<file path="src/rtl/mvm_out_requant.sv">
// Requantizes the signed 16-bit mvm3 result stream to signed 8 bits (optional ReLU,
// rounding shift, saturation), buffers it in a small FIFO and tags vector ends.
module mvm_out_requant #(
   parameter int DEPTH    = 4,
   parameter int LOGDEPTH = 2,
   parameter int SHIFT    = 4,
   parameter int RELU     = 1,
   parameter int VEC_LEN  = 3
) (
   input  logic        clk,
   input  logic        reset,
   input  logic        s_valid,
   output logic        s_ready,
   input  logic [15:0] data_in,
   output logic        m_valid,
   input  logic        m_ready,
   output logic [7:0]  data_out,
   output logic        m_last,
   output logic [7:0]  sat_count
);

   localparam int VW = (VEC_LEN > 1) ? $clog2(VEC_LEN) : 1;

   typedef logic [LOGDEPTH-1:0] ptr_t;
   typedef logic [LOGDEPTH:0]   occ_t;
   typedef logic [VW-1:0]       vec_t;

   localparam occ_t DEPTH_C  = occ_t'(DEPTH);
   localparam vec_t VEC_LAST = vec_t'(VEC_LEN - 1);
   // Half an LSB of the shifted result; zero when SHIFT = 0 so the shift is a pass-through.
   localparam logic signed [16:0] RND = 17'((1 << SHIFT) >> 1);

   ptr_t       wr_ptr_q, wr_ptr_d;
   ptr_t       rd_ptr_q, rd_ptr_d;
   occ_t       occ_q, occ_d;
   occ_t       occ_rem;
   vec_t       vec_q, vec_d;
   logic [7:0] sat_q, sat_d;
   logic       m_valid_q, m_valid_d;
   logic [7:0] data_out_q, data_out_d;
   logic       m_last_q, m_last_d;
   logic [8:0] mem_q [DEPTH];

   logic              accept;
   logic              rd;
   logic signed [16:0] v_s;
   logic signed [16:0] sum_s;
   logic signed [16:0] shr_s;
   logic              sat_hi;
   logic              sat_lo;
   logic [7:0]        q_byte;
   logic [8:0]        entry;

   // No write-through: a full FIFO refuses input even when a read happens this cycle.
   assign s_ready = (occ_q < DEPTH_C) && !reset;
   assign accept  = s_valid && s_ready;
   assign rd      = m_valid_q && m_ready;

   // Arithmetic runs in 17 bits so the rounding bias cannot wrap 32767.
   always_comb begin
      v_s    = (RELU != 0 && data_in[15]) ? '0 : {data_in[15], data_in};
      sum_s  = v_s + RND;
      shr_s  = sum_s >>> SHIFT;
      sat_hi = shr_s > 17'sd127;
      sat_lo = shr_s < -17'sd128;
      if (sat_hi)      q_byte = 8'h7f;
      else if (sat_lo) q_byte = 8'h80;
      else             q_byte = shr_s[7:0];
      entry = {(vec_q == VEC_LAST), q_byte};
   end

   // NOTE: every signal gets a default first so no path leaves it unassigned (no latches).
   always_comb begin
      wr_ptr_d   = wr_ptr_q;
      rd_ptr_d   = rd_ptr_q;
      occ_d      = occ_q;
      vec_d      = vec_q;
      sat_d      = sat_q;
      m_valid_d  = m_valid_q;
      data_out_d = data_out_q;
      m_last_d   = m_last_q;

      if (accept) begin
         wr_ptr_d = wr_ptr_q + ptr_t'(1);
         vec_d    = (vec_q == VEC_LAST) ? '0 : vec_q + vec_t'(1);
         if ((sat_hi || sat_lo) && sat_q != 8'hff) sat_d = sat_q + 8'd1;
      end
      if (rd) rd_ptr_d = rd_ptr_q + ptr_t'(1);

      case ({accept, rd})
         2'b10:   occ_d = occ_q + occ_t'(1);
         2'b01:   occ_d = occ_q - occ_t'(1);
         default: occ_d = occ_q;
      endcase

      // The head register only sees words written on earlier edges: one cycle of latency.
      occ_rem   = occ_q - occ_t'(rd);
      m_valid_d = (occ_rem != '0);
      if (m_valid_d) {m_last_d, data_out_d} = mem_q[rd_ptr_d];
   end

   // NOTE: state flops use non-blocking assignments so every flop samples pre-edge values.
   always_ff @(posedge clk) begin
      if (reset) begin
         wr_ptr_q   <= '0;
         rd_ptr_q   <= '0;
         occ_q      <= '0;
         vec_q      <= '0;
         sat_q      <= '0;
         m_valid_q  <= 1'b0;
         data_out_q <= '0;
         m_last_q   <= 1'b0;
      end else begin
         wr_ptr_q   <= wr_ptr_d;
         rd_ptr_q   <= rd_ptr_d;
         occ_q      <= occ_d;
         vec_q      <= vec_d;
         sat_q      <= sat_d;
         m_valid_q  <= m_valid_d;
         data_out_q <= data_out_d;
         m_last_q   <= m_last_d;
      end
   end

   // NOTE: storage is not reset; occupancy guarantees no entry is read before it is written.
   always_ff @(posedge clk) begin
      if (accept) mem_q[wr_ptr_q] <= entry;
   end

   assign m_valid   = m_valid_q;
   assign data_out  = data_out_q;
   assign m_last    = m_last_q;
   assign sat_count = sat_q;

endmodule

</file>
<file path="config.mk">
export PLATFORM = sky130hd
export DESIGN_NAME = mvm_out_requant
export DESIGN_NICKNAME = d
export VERILOG_FILES = /design/src/rtl/mvm_out_requant.sv
export SDC_FILE = /design/constraint.sdc
export NUM_CORES = 1
export LEC_CHECK = 0
export BUFFER_PORTS_ARGS = -buffer_cell sky130_fd_sc_hd__buf_2
export CORE_UTILIZATION = 35
export CTS_CLUSTER_DIAMETER = 30
export CTS_CLUSTER_SIZE = 16
export DETAILED_ROUTE_END_ITERATION = 6
export GPL_TIMING_DRIVEN = 0
export PLACE_DENSITY_LB_ADDON = 0.2
export SETUP_SLACK_MARGIN = 0.4
export SLEW_MARGIN = 0
export SYNTH_ARGS = -nofsm -noshare
export SYNTH_HDL_FRONTEND = slang
export SYNTH_SLANG_ARGS = --single-unit
</file>
<file path="constraint.sdc">
create_clock -name clk -period 3.15 [get_ports clk]
set_clock_uncertainty 0.05 [all_clocks]
set_input_delay 0.315 -clock clk [delete_from_list [all_inputs] [get_ports clk]]
set_output_delay 0.315 -clock clk [all_outputs]
set_load 0.005 [all_outputs]
</file>
==> results.md <==
- Status: finished clean
- Placed Cells: 348
- Utilization after layout: 42.70%
- Slew headroom: 55.52%
- Arrival time of the worst setup path: 2.49 ns
- Cell type with the largest total area after synthesis: sky130_fd_sc_hd__edfxtp_1
- Number of buffers added on ports: 34
- Seq/Total Area, Yosys: 58.17%
- Biggest area contributors in the synthesized netlist: sky130_fd_sc_hd__edfxtp_1, sky130_fd_sc_hd__dfxtp_1, sky130_fd_sc_hd__mux4_2, sky130_fd_sc_hd__ha_1, sky130_fd_sc_hd__a22o_1
- Dominant synthesized flop cell: sky130_fd_sc_hd__edfxtp_1
- Number of CTS-inserted buffers: 9
- Synth warn: 0
- Distinct cells, synth: 46
- Most frequent cells after synthesis: sky130_fd_sc_hd__edfxtp_1, sky130_fd_sc_hd__dfxtp_1, sky130_fd_sc_hd__nand2_1
- Number of DRC violations after detailed routing: 0
- Type of the most critical hold path: in -> reg
- GRT Util Overall: 13.11%
- Layout cell share with drive strength beyond 1: 27.86%
- Classification of the worst setup path: reg -> reg
- Max-cap check violation count: 0
- Finished Layout Cells: 364
- Async set or reset register ratio after synthesis: 0%
- Total non-filler cell area in the finished layout: 3299 µm²
- Die footprint: 8326 µm²
- Total standard cell area after synthesis: 2788 µm²
- WP data required: 3.37 ns
- Post-CTS Setup Inserts: 0
- Boundary Pins: 39
- Minimum period implied by the final worst setup slack: 2.276 ns
- EDFF count, synth: 36
- Hold_buf cts: 0
- GRT Residual Overflow: 0
- Setup repair after global routing missed its margin: false
- Most numerous cell in the Yosys netlist: sky130_fd_sc_hd__edfxtp_1
- Share of the synthesized area in the top cell type: 38.78%
- Post-Route Hold Slack: 0.1739 ns
- Endpoint of the lowest-slack register-to-register path: occ_q[2]
- Sum of negative setup slack: 0 ns
- Number of antenna violations at the first check in global routing: 0
- Root buffer selected by CTS: sky130_fd_sc_hd__clkbuf_8
- Clock sink count: 63
- Vias: 1696
- Launch point of the worst reg-to-reg path: occ_q[2]
- R2R depth: 10
- Number of cells on the worst hold path: 2
- Worst setup EP type: flop
- Die width: 91.25 µm
- Number of failing hold endpoints at the final stage: 0
- Measured slew at the worst slew-check pin: 0.6666 ns
- Number of H-tree branching levels: 3
- Final cycle utilization of the critical path: 72.24%
- Fmax: 439.4 MHz
- Gate count of the mapped netlist: 209
- HPWL after detailed placement: 3450 µm
- Number of max-slew violations in the final report: 0
- Reg2Reg Setup Slack: 0.87 ns
- Deepest clock path buffer count: 2
- Leak: 1.265 nW
- Post-cts gate resize count: 0
- Capture endpoint of the worst hold path: wr_ptr_q[1]
- Via count of the first global-routing pass: 1643
- CP Launch Type: flop
- Maximum number of pins on one net before global-route repair: 12
- DR iter-0 viols: 133
- Total detailed-routing wirelength: 4973 µm
- Number of nets still failing antenna checks after routing: 0
- Worst slack at placement: 0.7368 ns
- Std cell rows: 32
- Clock-pin transition on the worst setup and hold timing paths: 0.07 ns
- Count of filler cells inserted in the layout: 731
- Cell area after placement: 3097 µm²
- Layout-stage area growth over the synthesis result: 18.36%
- Worst-path maximum fanout: 8
- Die Height: 91.25 µm
- Design Power: 2.188 mW
- Finish-stage setup viols: 0
- Peak VDD IR: 299.6 µV
- PwrDens: 663.1 nW/µm²
- Synth Register Bits: 63
- Routed WL per cell: 13.66 µm
- DRT Pass-1 Iters: 4
- Layout Nets: 286
- Setup WS post-layout: 0.8744 ns
- Routability Congestion: 0.7180
- Wire length of the first global-routing pass: 8314 µm
- Starting density of the core: 36.08%
- Clock latency reported for the late side of the worst-skew pair: 0.33 ns
- Hold_sp: reset
- Core region area: 7727 µm²
- CTS tree: built
- Antenna diode count: 0
- Average cell area after synthesis: 13.34 µm²
- Vias/cell: 4.659
[placed cells by master, fill, tap and decap left out, types with 4 or more instances in the layout]
cell                       instances
sky130_fd_sc_hd__a21oi_1           7
sky130_fd_sc_hd__a22o_1            9
sky130_fd_sc_hd__and3_1            6
sky130_fd_sc_hd__buf_2            36
sky130_fd_sc_hd__clkbuf_8         11
sky130_fd_sc_hd__conb_1            4
sky130_fd_sc_hd__dfxtp_1          27
sky130_fd_sc_hd__edfxtp_1         36
sky130_fd_sc_hd__ha_1              8
sky130_fd_sc_hd__inv_1            11
sky130_fd_sc_hd__mux4_2            9
sky130_fd_sc_hd__nand2_1          13
sky130_fd_sc_hd__nand3_1           4
sky130_fd_sc_hd__nor2_1           10
sky130_fd_sc_hd__nor2b_1           6
sky130_fd_sc_hd__o21ai_0           6
sky130_fd_sc_hd__or3_1             4
sky130_fd_sc_hd__xnor2_1           5
sky130_fd_sc_hd__xor2_1            5
[sequential cells by signal, summed over array words and instances, names as in the netlist]
signal     cells
wr_ptr_q       2
occ_q          3
m_last         1
sat_count      8
data_out       8
rd_ptr_q       2
mem_q         36
vec_q          2
m_valid        1
[layer usage]
layer	vias to the layer above	GRT usage, %	part of all wire, %
met3	6	4.523	4.2
met1	780	16.60	50
met2	41	20.96	45
met5	-	0	0
li1	869	-	-
met4	0	4.365	1.4
[worst max-delay path by stage]
stage	from	slack (ns)	cells after the start	end
final	occ_q[2]	0.87	10	occ_q[2]
after global routing	occ_q[2]	0.72	10	occ_q[2]
after CTS	occ_q[2]	0.87	10	occ_q[2]
after detailed placement	data_in[15]	0.74	9	mem_q[3][3]
after global placement	data_in[15]	0.75	9	mem_q[3][3]
after floorplan	reset	1.03	11	occ_q[2]
[worst max-delay path: stages, from the launching register on]
cell                      delay (ns)
sky130_fd_sc_hd__dfxtp_1        0.42
sky130_fd_sc_hd__nor2_4         0.08
sky130_fd_sc_hd__and2_1         0.16
sky130_fd_sc_hd__buf_4          0.16
sky130_fd_sc_hd__inv_1          0.12
sky130_fd_sc_hd__ha_1           0.19
sky130_fd_sc_hd__inv_1          0.06
sky130_fd_sc_hd__fa_1           0.37
sky130_fd_sc_hd__xor2_1         0.15
sky130_fd_sc_hd__or3_1          0.31
sky130_fd_sc_hd__a21oi_1        0.13
[final cells by class]
type | instances | area [µm²] | area share [%]
plain buffers | 7 | 47.55 | 1.441
clock buffers | 12 | 176.4 | 5.347
clock inverters | 4 | 26.28 | 0.7964
inverters | 11 | 41.29 | 1.251
multi-input cells | 131 | 1089 | 32.99
flip-flops and latches | 63 | 1622 | 49.15
well taps | 102 | 127.6 | 3.868
repair buffers | 34 | 170.2 | 5.157
[kinds of logic after synthesis]
kind of cell	share of synthesized area, %
other	0.1345
and+or+nand+nor	12.03
adders and majority gates	4.309
buffers and inverters	3.187
muxes	8.034
DFF	58.17
AOI/OAI and AO/OA	9.426
xor gates and xnor gates	4.713
[where the power goes]
group | switching (mW) | internal [mW] | leakage [nW]
sequential | 0.0511 | 0.971 | 0.545
combinational | 0.233 | 0.245 | 0.617
clock | 0.312 | 0.375 | 0.103
(Power assumes the default switching activity.)
